$ cat config.mk
export PLATFORM = sky130hd
export DESIGN_NAME = ssd_mux_display_flat
export DESIGN_NICKNAME = d
export VERILOG_FILES = /design/src/rtl/ssd_mux_display_if.sv /design/src/rtl/ssd_mux_display.sv /design/src/flat_wrapper.sv
export SDC_FILE = /design/constraint.sdc
export NUM_CORES = 1
export LEC_CHECK = 0
export ABC_CLOCK_PERIOD_IN_PS = 3200
export CELL_PAD_IN_SITES_DETAIL_PLACEMENT = 1
export CELL_PAD_IN_SITES_GLOBAL_PLACEMENT = 2
export CORE_ASPECT_RATIO = 1.5
export CORE_MARGIN = 4
export CORE_UTILIZATION = 27
export CTS_BUF_LIST = sky130_fd_sc_hd__clkbuf_16
export CTS_CLUSTER_DIAMETER = 50
export CTS_CLUSTER_SIZE = 8
export DETAILED_ROUTE_END_ITERATION = 7
export GPL_TIMING_DRIVEN = 0
export PLACE_DENSITY_LB_ADDON = 0.1
export SYNTH_ARGS = -nofsm -noshare
export SYNTH_HDL_FRONTEND = slang
export SYNTH_SLANG_ARGS = --single-unit
$ cat constraint.sdc
create_clock -name clk -period 3.2 [get_ports clk]
set_input_delay 0.48 -clock clk [delete_from_list [all_inputs] [get_ports clk]]
set_output_delay 0.48 -clock clk [all_outputs]
set_load 0.02 [all_outputs]
$ cat src/rtl/ssd_mux_display_if.sv
// ssd_mux_display_if
//   Bundles the control and pin-side signals of ssd_mux_display.
//   master: drives en/load/disp_val (and bright); samples busy/ovf/anode/seg_out.
//   slave : the display driver itself.
//   Optional: SSD_BRIGHTNESS_EN adds bright[3:0].
//   Signals:
//     en        display enable
//     load      one-cycle capture strobe for disp_val
//     disp_val  unsigned binary value, VAL_W bits
//     busy      conversion in progress
//     ovf       displayed value out of range
//     anode     active-low digit select, NUM_DIGITS bits
//     seg_out   active-low segments {g,f,e,d,c,b,a}
interface ssd_mux_display_if #(
    parameter int NUM_DIGITS = 4,
    parameter int VAL_W      = 14
);
    logic                  en;
    logic                  load;
    logic [VAL_W-1:0]      disp_val;
    logic                  busy;
    logic                  ovf;
    logic [NUM_DIGITS-1:0] anode;
    logic [6:0]            seg_out;
`ifdef SSD_BRIGHTNESS_EN
    logic [3:0]            bright;

    modport master (output en, load, disp_val, bright,
                    input  busy, ovf, anode, seg_out);
    modport slave  (input  en, load, disp_val, bright,
                    output busy, ovf, anode, seg_out);
`else
    modport master (output en, load, disp_val,
                    input  busy, ovf, anode, seg_out);
    modport slave  (input  en, load, disp_val,
                    output busy, ovf, anode, seg_out);
`endif
endinterface

$ cat src/rtl/ssd_mux_display.sv
// ssd_mux_display
//   N-digit multiplexed seven-segment driver. A load strobe captures a binary
//   value, a sequential double-dabble converts it to BCD (one bit per cycle),
//   and the result is copied atomically into the display registers. A slot
//   counter scans the digits with one-hot active-low anodes, least significant
//   digit first, with leading-zero blanking and dash display on overflow.
//   Optional: define SSD_BRIGHTNESS_EN to add bus.bright[3:0] anode duty control.
//   Ports:
//     clk  rising-edge clock
//     rst  asynchronous reset, active-high
//     bus  ssd_mux_display_if.slave (en, load, disp_val, busy, ovf, anode, seg_out)
module ssd_mux_display #(
    parameter int NUM_DIGITS  = 4,
    parameter int VAL_W       = 14,
    parameter int REFRESH_DIV = 100000
) (
    input  logic             clk,
    input  logic             rst,
    ssd_mux_display_if.slave bus
);
    localparam int BCD_W  = 4 * NUM_DIGITS;
    localparam int IDX_W  = (NUM_DIGITS > 1) ? $clog2(NUM_DIGITS) : 1;
    localparam int SLOT_W = $clog2(REFRESH_DIV);
    localparam int ITER_W = $clog2(VAL_W + 1);

    function automatic int unsigned pow10(input int unsigned n);
        int unsigned r;
        r = 1;
        for (int unsigned i = 0; i < n; i++) r = r * 10;
        return r;
    endfunction

    localparam logic [VAL_W-1:0] MAX_VAL = VAL_W'(pow10(NUM_DIGITS) - 1);

    typedef enum logic [1:0] {IDLE, SHIFT, DONE} state_t;

    state_t              state, state_nx;
    logic [VAL_W-1:0]    cap_val;
    logic [VAL_W-1:0]    shreg;
    logic [BCD_W-1:0]    bcd_scr;
    logic [BCD_W-1:0]    bcd_adj;
    logic [BCD_W-1:0]    bcd_disp;
    logic                ovf_disp;
    logic                busy_r;
    logic [ITER_W-1:0]   iter;

    logic [SLOT_W-1:0]     slot_cnt;
    logic [IDX_W-1:0]      dig_idx;
    logic [NUM_DIGITS-1:0] anode_r, anode_nx;
    logic [6:0]            seg_r, seg_nx;
    logic [BCD_W-1:0]      shifted;
    logic                  blank;
    logic                  anode_lit;

    // Scratch BCD holds only NUM_DIGITS digits; carries out of the top nibble
    // are dropped, which only affects values that are flagged ovf anyway.
    always_comb begin
        bcd_adj = bcd_scr;
        for (int unsigned i = 0; i < NUM_DIGITS; i++) begin
            if (bcd_scr[4*i +: 4] >= 4'd5)
                bcd_adj[4*i +: 4] = bcd_scr[4*i +: 4] + 4'd3;
        end
    end

    always_comb begin
        state_nx = state;
        case (state)
            IDLE:    if (bus.load) state_nx = SHIFT;
            SHIFT:   if (iter == ITER_W'(VAL_W - 1)) state_nx = DONE;
            DONE:    state_nx = IDLE;
            default: state_nx = IDLE;
        endcase
    end

    always_ff @(posedge clk or posedge rst) begin
        if (rst) begin
            state    <= IDLE;
            cap_val  <= '0;
            shreg    <= '0;
            bcd_scr  <= '0;
            bcd_disp <= '0;
            ovf_disp <= 1'b0;
            busy_r   <= 1'b0;
            iter     <= '0;
        end else begin
            state <= state_nx;
            case (state)
                IDLE: begin
                    if (bus.load) begin
                        cap_val <= bus.disp_val;
                        shreg   <= bus.disp_val;
                        bcd_scr <= '0;
                        iter    <= '0;
                        busy_r  <= 1'b1;
                    end
                end
                SHIFT: begin
                    {bcd_scr, shreg} <= {bcd_adj, shreg} << 1;
                    iter             <= iter + ITER_W'(1);
                end
                DONE: begin
                    bcd_disp <= bcd_scr;
                    ovf_disp <= (cap_val > MAX_VAL);
                    busy_r   <= 1'b0;
                end
                default: ;
            endcase
        end
    end

    // Digit under the scan pointer; it is blanked when it and all higher
    // digits are zero, except digit 0.
    always_comb begin
        shifted = bcd_disp >> (4 * dig_idx);
        blank   = (dig_idx != '0) && (shifted == '0);
        seg_nx  = 7'h7F;
        if (ovf_disp)
            seg_nx = 7'b0111111;
        else if (!blank) begin
            case (shifted[3:0])
                4'd0:    seg_nx = 7'b1000000;
                4'd1:    seg_nx = 7'b1111001;
                4'd2:    seg_nx = 7'b0100100;
                4'd3:    seg_nx = 7'b0110000;
                4'd4:    seg_nx = 7'b0011001;
                4'd5:    seg_nx = 7'b0010010;
                4'd6:    seg_nx = 7'b0000010;
                4'd7:    seg_nx = 7'b1111000;
                4'd8:    seg_nx = 7'b0000000;
                4'd9:    seg_nx = 7'b0010000;
                default: seg_nx = 7'h7F;
            endcase
        end
    end

    always_comb begin
`ifdef SSD_BRIGHTNESS_EN
        anode_lit = (32'(slot_cnt) <
                     (((32'(bus.bright) + 32'd1) * 32'(REFRESH_DIV)) / 32'd16));
`else
        anode_lit = 1'b1;
`endif
        anode_nx = anode_lit ? ~(NUM_DIGITS'(1) << dig_idx) : '1;
    end

    always_ff @(posedge clk or posedge rst) begin
        if (rst) begin
            slot_cnt <= '0;
            dig_idx  <= '0;
            anode_r  <= '1;
            seg_r    <= 7'h7F;
        end else if (!bus.en) begin
            slot_cnt <= '0;
            dig_idx  <= '0;
            anode_r  <= '1;
            seg_r    <= 7'h7F;
        end else begin
            anode_r <= anode_nx;
            seg_r   <= seg_nx;
            if (slot_cnt == SLOT_W'(REFRESH_DIV - 1)) begin
                slot_cnt <= '0;
                dig_idx  <= (dig_idx == IDX_W'(NUM_DIGITS - 1)) ? '0 : dig_idx + IDX_W'(1);
            end else begin
                slot_cnt <= slot_cnt + SLOT_W'(1);
            end
        end
    end

    assign bus.busy    = busy_r;
    assign bus.ovf     = ovf_disp;
    assign bus.anode   = anode_r;
    assign bus.seg_out = seg_r;

endmodule

$ cat src/flat_wrapper.sv
// flat-port wrapper written by rule: the top's interface ports become plain ports
module ssd_mux_display_flat 
#(
    parameter int NUM_DIGITS  = 4,
    parameter int VAL_W       = 14,
    parameter int REFRESH_DIV = 100000
)
  (clk, rst, bus_en, bus_load, bus_disp_val, bus_busy, bus_ovf, bus_anode, bus_seg_out);
  ssd_mux_display_if #(.NUM_DIGITS(NUM_DIGITS), .VAL_W(VAL_W)) bus_i ();
  input  logic clk;
  input  logic rst;
  input wire logic [$bits(bus_i.en)-1:0] bus_en;
  input wire logic [$bits(bus_i.load)-1:0] bus_load;
  input wire logic [$bits(bus_i.disp_val)-1:0] bus_disp_val;
  output wire logic [$bits(bus_i.busy)-1:0] bus_busy;
  output wire logic [$bits(bus_i.ovf)-1:0] bus_ovf;
  output wire logic [$bits(bus_i.anode)-1:0] bus_anode;
  output wire logic [$bits(bus_i.seg_out)-1:0] bus_seg_out;
  assign bus_i.en = bus_en;
  assign bus_i.load = bus_load;
  assign bus_i.disp_val = bus_disp_val;
  assign bus_busy = bus_i.busy;
  assign bus_ovf = bus_i.ovf;
  assign bus_anode = bus_i.anode;
  assign bus_seg_out = bus_i.seg_out;
  ssd_mux_display #(.NUM_DIGITS(NUM_DIGITS), .VAL_W(VAL_W), .REFRESH_DIV(REFRESH_DIV)) u_core (.clk(clk), .rst(rst), .bus(bus_i));
endmodule
### After elaboration in Yosys (flattened, before gate mapping)

Memory sizes are Yosys's and may differ from the RTL's.
Cells that the tools add are included.

* add/sub/neg operators: 7
* order comparisons: 5
* eq/ne operators: 8
* shift operators: 2
* multiplexer cells: 24
* bitwise logic cells: 1
* reduce and logical (&&, ||, !) cells: 10

Operators with widths (count)
* 17-bit 2-to-1 mux: 2
* 16-bit case mux with 2 select lines: 1
* 14-bit case mux with 2 select lines: 1
* 7-bit 2-to-1 mux: 3
* 4-bit 2-to-1 mux: 5
* 17-bit by 1-bit adder with 17-bit output (second input constant): 1
* 17-bit equality test (second input constant): 1
* 4-bit by 3-bit >= comparator with 1-bit output (second input constant): 4
* 16-bit zero test: 1
* 16-bit 2-to-1 mux: 1
* 16-bit by 4-bit >> shifter with 16-bit output: 1
* 14-bit > comparator (second input constant): 1
* 14-bit 2-to-1 mux: 1
* 4-bit by 2-bit adder with 4-bit output (second input constant): 3
* 2-bit 2-to-1 mux: 5
* 4-bit case mux with 2 select lines: 1
* 2-bit AND reduction: 4
* 2-bit nonzero test: 3
* 4-bit by 1-bit adder with 4-bit output (second input constant): 1
* 2-bit equality test (second input constant): 2
* 4-bit equality test (second input constant): 1
* 2-bit by 1-bit != test with 1-bit output (second input constant): 2
* 4-bit NOT: 1
* 2-bit case mux with 2 select lines: 1
* other kinds (10): 10

* flip-flop bits (word level): 98
* bits in read-only memories: 112
* input port bits: 18
* output and inout port bits: 13
* word-level logic and storage cells: 70
* memories: 1

Memory list
* (name not given): depth 16, width 7, read ports 1, clocked after memory_dff 0, wr ports 0, line ssd_mux_display.sv:120 `case (shifted[3:0])`

### Longest topological paths before layout

* depth after elaboration: 6
* mapped depth: 8
* depth with buffers taken out: 7

### Worst setup path before layout

OpenSTA, ideal clock, no wires.

* path kind: register -> register
* start point: register u_core.dig_idx[0]
* end point: register u_core.seg_r[1] (netlist: u_core.bus.seg_out[1])
* setup time: 0.079 ns
* arrival time: 2.446 ns
* data required time: 3.121 ns
* setup slack: 0.675 ns
* cell stages (with the launch flop): 9
* buffers on the path: 1
* clock period less this slack: 2.525 ns
* cell sequence: dfrtp_1 -> buf_6 -> mux4_1 -> inv_1 -> ha_1 -> or4b_2 -> a211oi_1 -> nor3b_1 -> o21ai_0

* word-level cells in the longest chain between the ends: 6
* elaborated cells between the ends (all ways): 8
* those cells by class: 1 x shift; 3 x mux; 3 x reduce/logical; 1 x memory

Ends and longest elaborated chain
* start, declared: line ssd_mux_display.sv:48 `logic [IDX_W-1:0] dig_idx;`
* start signal, assigned: line ssd_mux_display.sv:162 `dig_idx <= (dig_idx == IDX_W'(NUM_DIGITS - 1)) ? '0 : dig_idx + IDX_W'(1);`
* parallel branches: the longest is 3 deep, another holds memory 16 x 7 bit
* 7-bit 2-to-1 mux *: line ssd_mux_display.sv:119 `else if (!blank) begin`
* 7-bit 2-to-1 mux *: line ssd_mux_display.sv:117 `if (ovf_disp)`
* 7-bit 2-to-1 mux *: line ssd_mux_display.sv:152 `end else if (!bus.en) begin`
* end signal, assigned: line ssd_mux_display.sv:159 `seg_r <= seg_nx;`
* end, declared: line ssd_mux_display.sv:50 `logic [6:0] seg_r, seg_nx;`

Every way passes the cells marked *.
A chain may end at the register's enable or synchronous reset.

### Worst setup path after layout

* start point: register u_core.dig_idx[0]
* end point: register u_core.seg_r[0] (netlist: u_core.bus.seg_out[0])

The elaborated chain is that of the path after synthesis.

==> metrics.cfg <==
[cts]
cts-resized-gates=0
cts.path.max_buffers=2
tritoncts=done
clk_pin_slew_ns=0.07
clockRootBuffer=clkbuf_16
cts_made_buffers=9
htree_num_levels=3
cts_hold_buf=0
clk_latency_ns=0.35
cts_sinks=94
post_cts_buffers=0

[die]
chipHeight_um=165.3
fp.dieW_um=112.9
rows=57
io_pins=31
core_um2=16190
dieArea_um2=18660
start_util_pct=27.52

[critical_path]
crit_family=simple AND/OR/NAND/NOR gates
crit_start=u_core.dig_idx[0]
rr_worst_depth=8
cp-endpoint=u_core.bus.seg_out[0]
startpoint_type=flop
path_max_fanout=7
r2r_slack_ns=0.29
crit_required_ns=3.47
cp.arrival_ns=3.18
cp_slowest_stage_delay_ns=0.65
rr_startpoint=u_core.dig_idx[0]
setup.worst_path.end_class=flop
crit_chain=buf_6, mux4_1, inv_1, ha_1, or4b_2, a211oi_1, nor3b_1, o21ai_0
cpMaxStageDelayCell=mux4_1
r2r-end=u_core.bus.seg_out[0]
path_depth=8
critical_path_class=flop to flop
critical_path_buf_inv_count=2

[layout]
nFillCells=1802
layout-drive-gt1-share_pct=12.24
layout.nets=507
stdcell_count=680
syn2layout_area_growth_pct=20.67
multi_input_area_um2=1937
n_antenna_cell=0
utilization_pct=33.21
ff_latch_area_um2=2366

[synth]
syn_area_um2=4456
synth_edf_count=0
ys_warn_count=0
synth_cell_types=41
ys_ff_latch=94
postSynthCellCount=427
seq_area_frac_synth_pct=53.10
synthFlopType=dfrtp_1
synth_area_per_cell_um2=10.43
syn_nets=465
synth-async-reset-ratio_pct=100.0

[pwr]
pwr-share-seq_pct=40.4
power.switching_mw=1.635
p_leak_nw=2.353
power_density_nw_per_um2=877.7
worst_ir_drop_vdd_v=0.0003381
combPwrFrac_pct=33.8
clkPwrFrac_pct=25.8
cellInternalPower_mw=3.084
netSwitchingFraction_pct=34.64

[placement]
hpwl_um=8019
place_inst=664
gp_congestion=0.7274
numPortBuffers=30

[grt]
grt-ovfl-total=0
grt_pass1_vias=3397
grt_util_all_layers_pct=12.53
grt_pass1_wl_um=18170
grt_antenna_before_repair=0
grt_max_degree=57

[drt]
avgRoutedWirePerCell_um=15.96
wirelength_um=10850
initialDrtViolationCount=98
ant_nets=0
num_vias=3181
detail_route.vias_per_cell=4.678
dr.pass1.iters=4
drc_errors=0

[timing]
min_period_over_period_pct=90.97
slew_headroom_pct=36.03
worst_pin_slew_ns=0.9560
period_needed_ns=2.911
setup-tns-final_ns=0
holdWs_ns=0.4739
hold_viol=0
rsz0062_at_grt=no
setup_viol=0
finalClockSkew_ns=0.007025
maxSlewViolCount=0
max_freq_ghz=0.3435

[status]
status=finished, final reports clean

[worst_hold_path]
hold_class=flop to flop

[run]
cap_violations=0

==> metrics by stage <==
stage	total power, mW	setup WS (ns)	cell area [um^2]
6_report	4.719	0.2890	5376
5_1_grt	5.114	0.1090	5376
4_1_cts	4.825	0.2182	5376
3_5_place_dp	3.570	0.2103	5044
3_3_place_gp	3.522	-1.500	5014
2_1_floorplan	3.011	0.2895	4456
==> kinds of logic (layout without fill, tap and decap cells) <==
group | after synthesis | in the layout | synth area share, %
simple gates | 157 | 157 | 15.84
flops | 94 | 94 | 53.10
compound gates | 69 | 69 | 9.689
buf+inv | 37 | 84 | 3.426
mux | 26 | 26 | 7.610
xor+xnor | 24 | 24 | 4.718
fa+ha+maj | 20 | 20 | 5.616
==> how the worst min path moves through the flow <==
stage / from / end / slack [ns] / cells past startpoint
3_3_place_gp: u_core.shreg[13] / u_core.shreg[13] / 0.45 / 2
4_1_cts: u_core.shreg[9] / u_core.shreg[9] / 0.48 / 2
5_1_grt: u_core.shreg[12] / u_core.shreg[12] / 0.50 / 2
6_report: u_core.shreg[2] / u_core.shreg[2] / 0.47 / 2
3_5_place_dp: u_core.shreg[9] / u_core.shreg[9] / 0.46 / 2
2_1_floorplan: u_core.shreg[13] / u_core.shreg[13] / 0.44 / 2
==> cells in the mapped netlist (all sizes together) (4+ instances only) <==
cell / number / area (um^2)
a21oi: 12 / 60.06
a22oi: 14 / 105.1
and3: 4 / 25.02
buf: 10 / 51.29
clkbuf: 11 / 41.29
dfrtp: 83 / 2077
dfstp: 11 / 289.0
ha: 20 / 250.2
inv: 16 / 60.06
mux2: 20 / 225.2
mux4: 4 / 93.84
nand2: 71 / 266.5
nand2b: 7 / 43.79
nand3: 14 / 70.07
nand4: 5 / 31.28
nor2: 32 / 120.1
nor2b: 5 / 31.28
nor3: 7 / 35.03
nor4: 7 / 43.79
o21ai: 20 / 100.1
o22ai: 10 / 62.56
xnor2: 11 / 96.34
xor2: 13 / 113.9
==> flip-flops by register name, summed over array words and instances, names as in the netlist <==
signal and count:
u_core.bus.anode 4, u_core.bcd_disp 16, u_core.bus.busy 1, u_core.state 2, u_core.bcd_scr 16, u_core.iter 4
u_core.bus.seg_out 7, u_core.cap_val 10, u_core.shreg 14, u_core.slot_cnt 17, u_core.bus.ovf 1, u_core.dig_idx 2
==> routing by layer <==
metal / GRT usage (%) / vias up / part of all wire [%]
li1: - / 1547 / -
met2: 23.03 / 48 / 55
met3: 1.969 / 15 / 2.7
met1: 14.07 / 1571 / 40
met4: 5.850 / 0 / 2.2
met5: 0 / - / 0
==> layout by cell type (no fill, tap or decap), types with 7 or more instances in the layout <==
master           count
ha_1                20
inv_1               17
nor2_1              32
o21ai_0             20
dfrtp_1             83
nor4_1               7
nand2_1             71
a22oi_1             14
xnor2_1             11
nand3_1             14
nand2b_1             7
a21oi_1             12
nor3_1               7
clkbuf_16            9
clkbuf_1            11
xor2_1              13
o22ai_1             10
dfstp_2             11
mux2_2              20
clkdlybuf4s50_1     30
==> tightest hold or removal path, stage by stage (launching register included) <==
cell and delay (ns):
dfrtp_1 0.35, nand2_1 0.05, nand2_1 0.05
==> power by group through the flow <==
| stage | Sequential (mW) | Clock [mW] | Combinational [mW] |
|---|---|---|---|
| 2_1_floorplan | 1.89 | 0 | 1.12 |
| 3_3_place_gp | 1.92 | 0 | 1.60 |
| 3_5_place_dp | 1.93 | 0 | 1.64 |
| 4_1_cts | 1.91 | 1.27 | 1.65 |
| 5_1_grt | 1.96 | 1.32 | 1.83 |
| 6_report | 1.90 | 1.22 | 1.60 |
==> layout make-up <==
type	instances	share of cell area, %
buffer	21	1.722
clock buffer	9	4.189
clock inverter	7	2.001
sequential	94	44.01
inverter	16	1.164
timing repair buffer	31	6.097
multi-input combinational	296	36.03
tap	206	4.794
No activity file was read; power rests on OpenSTA's default activity.
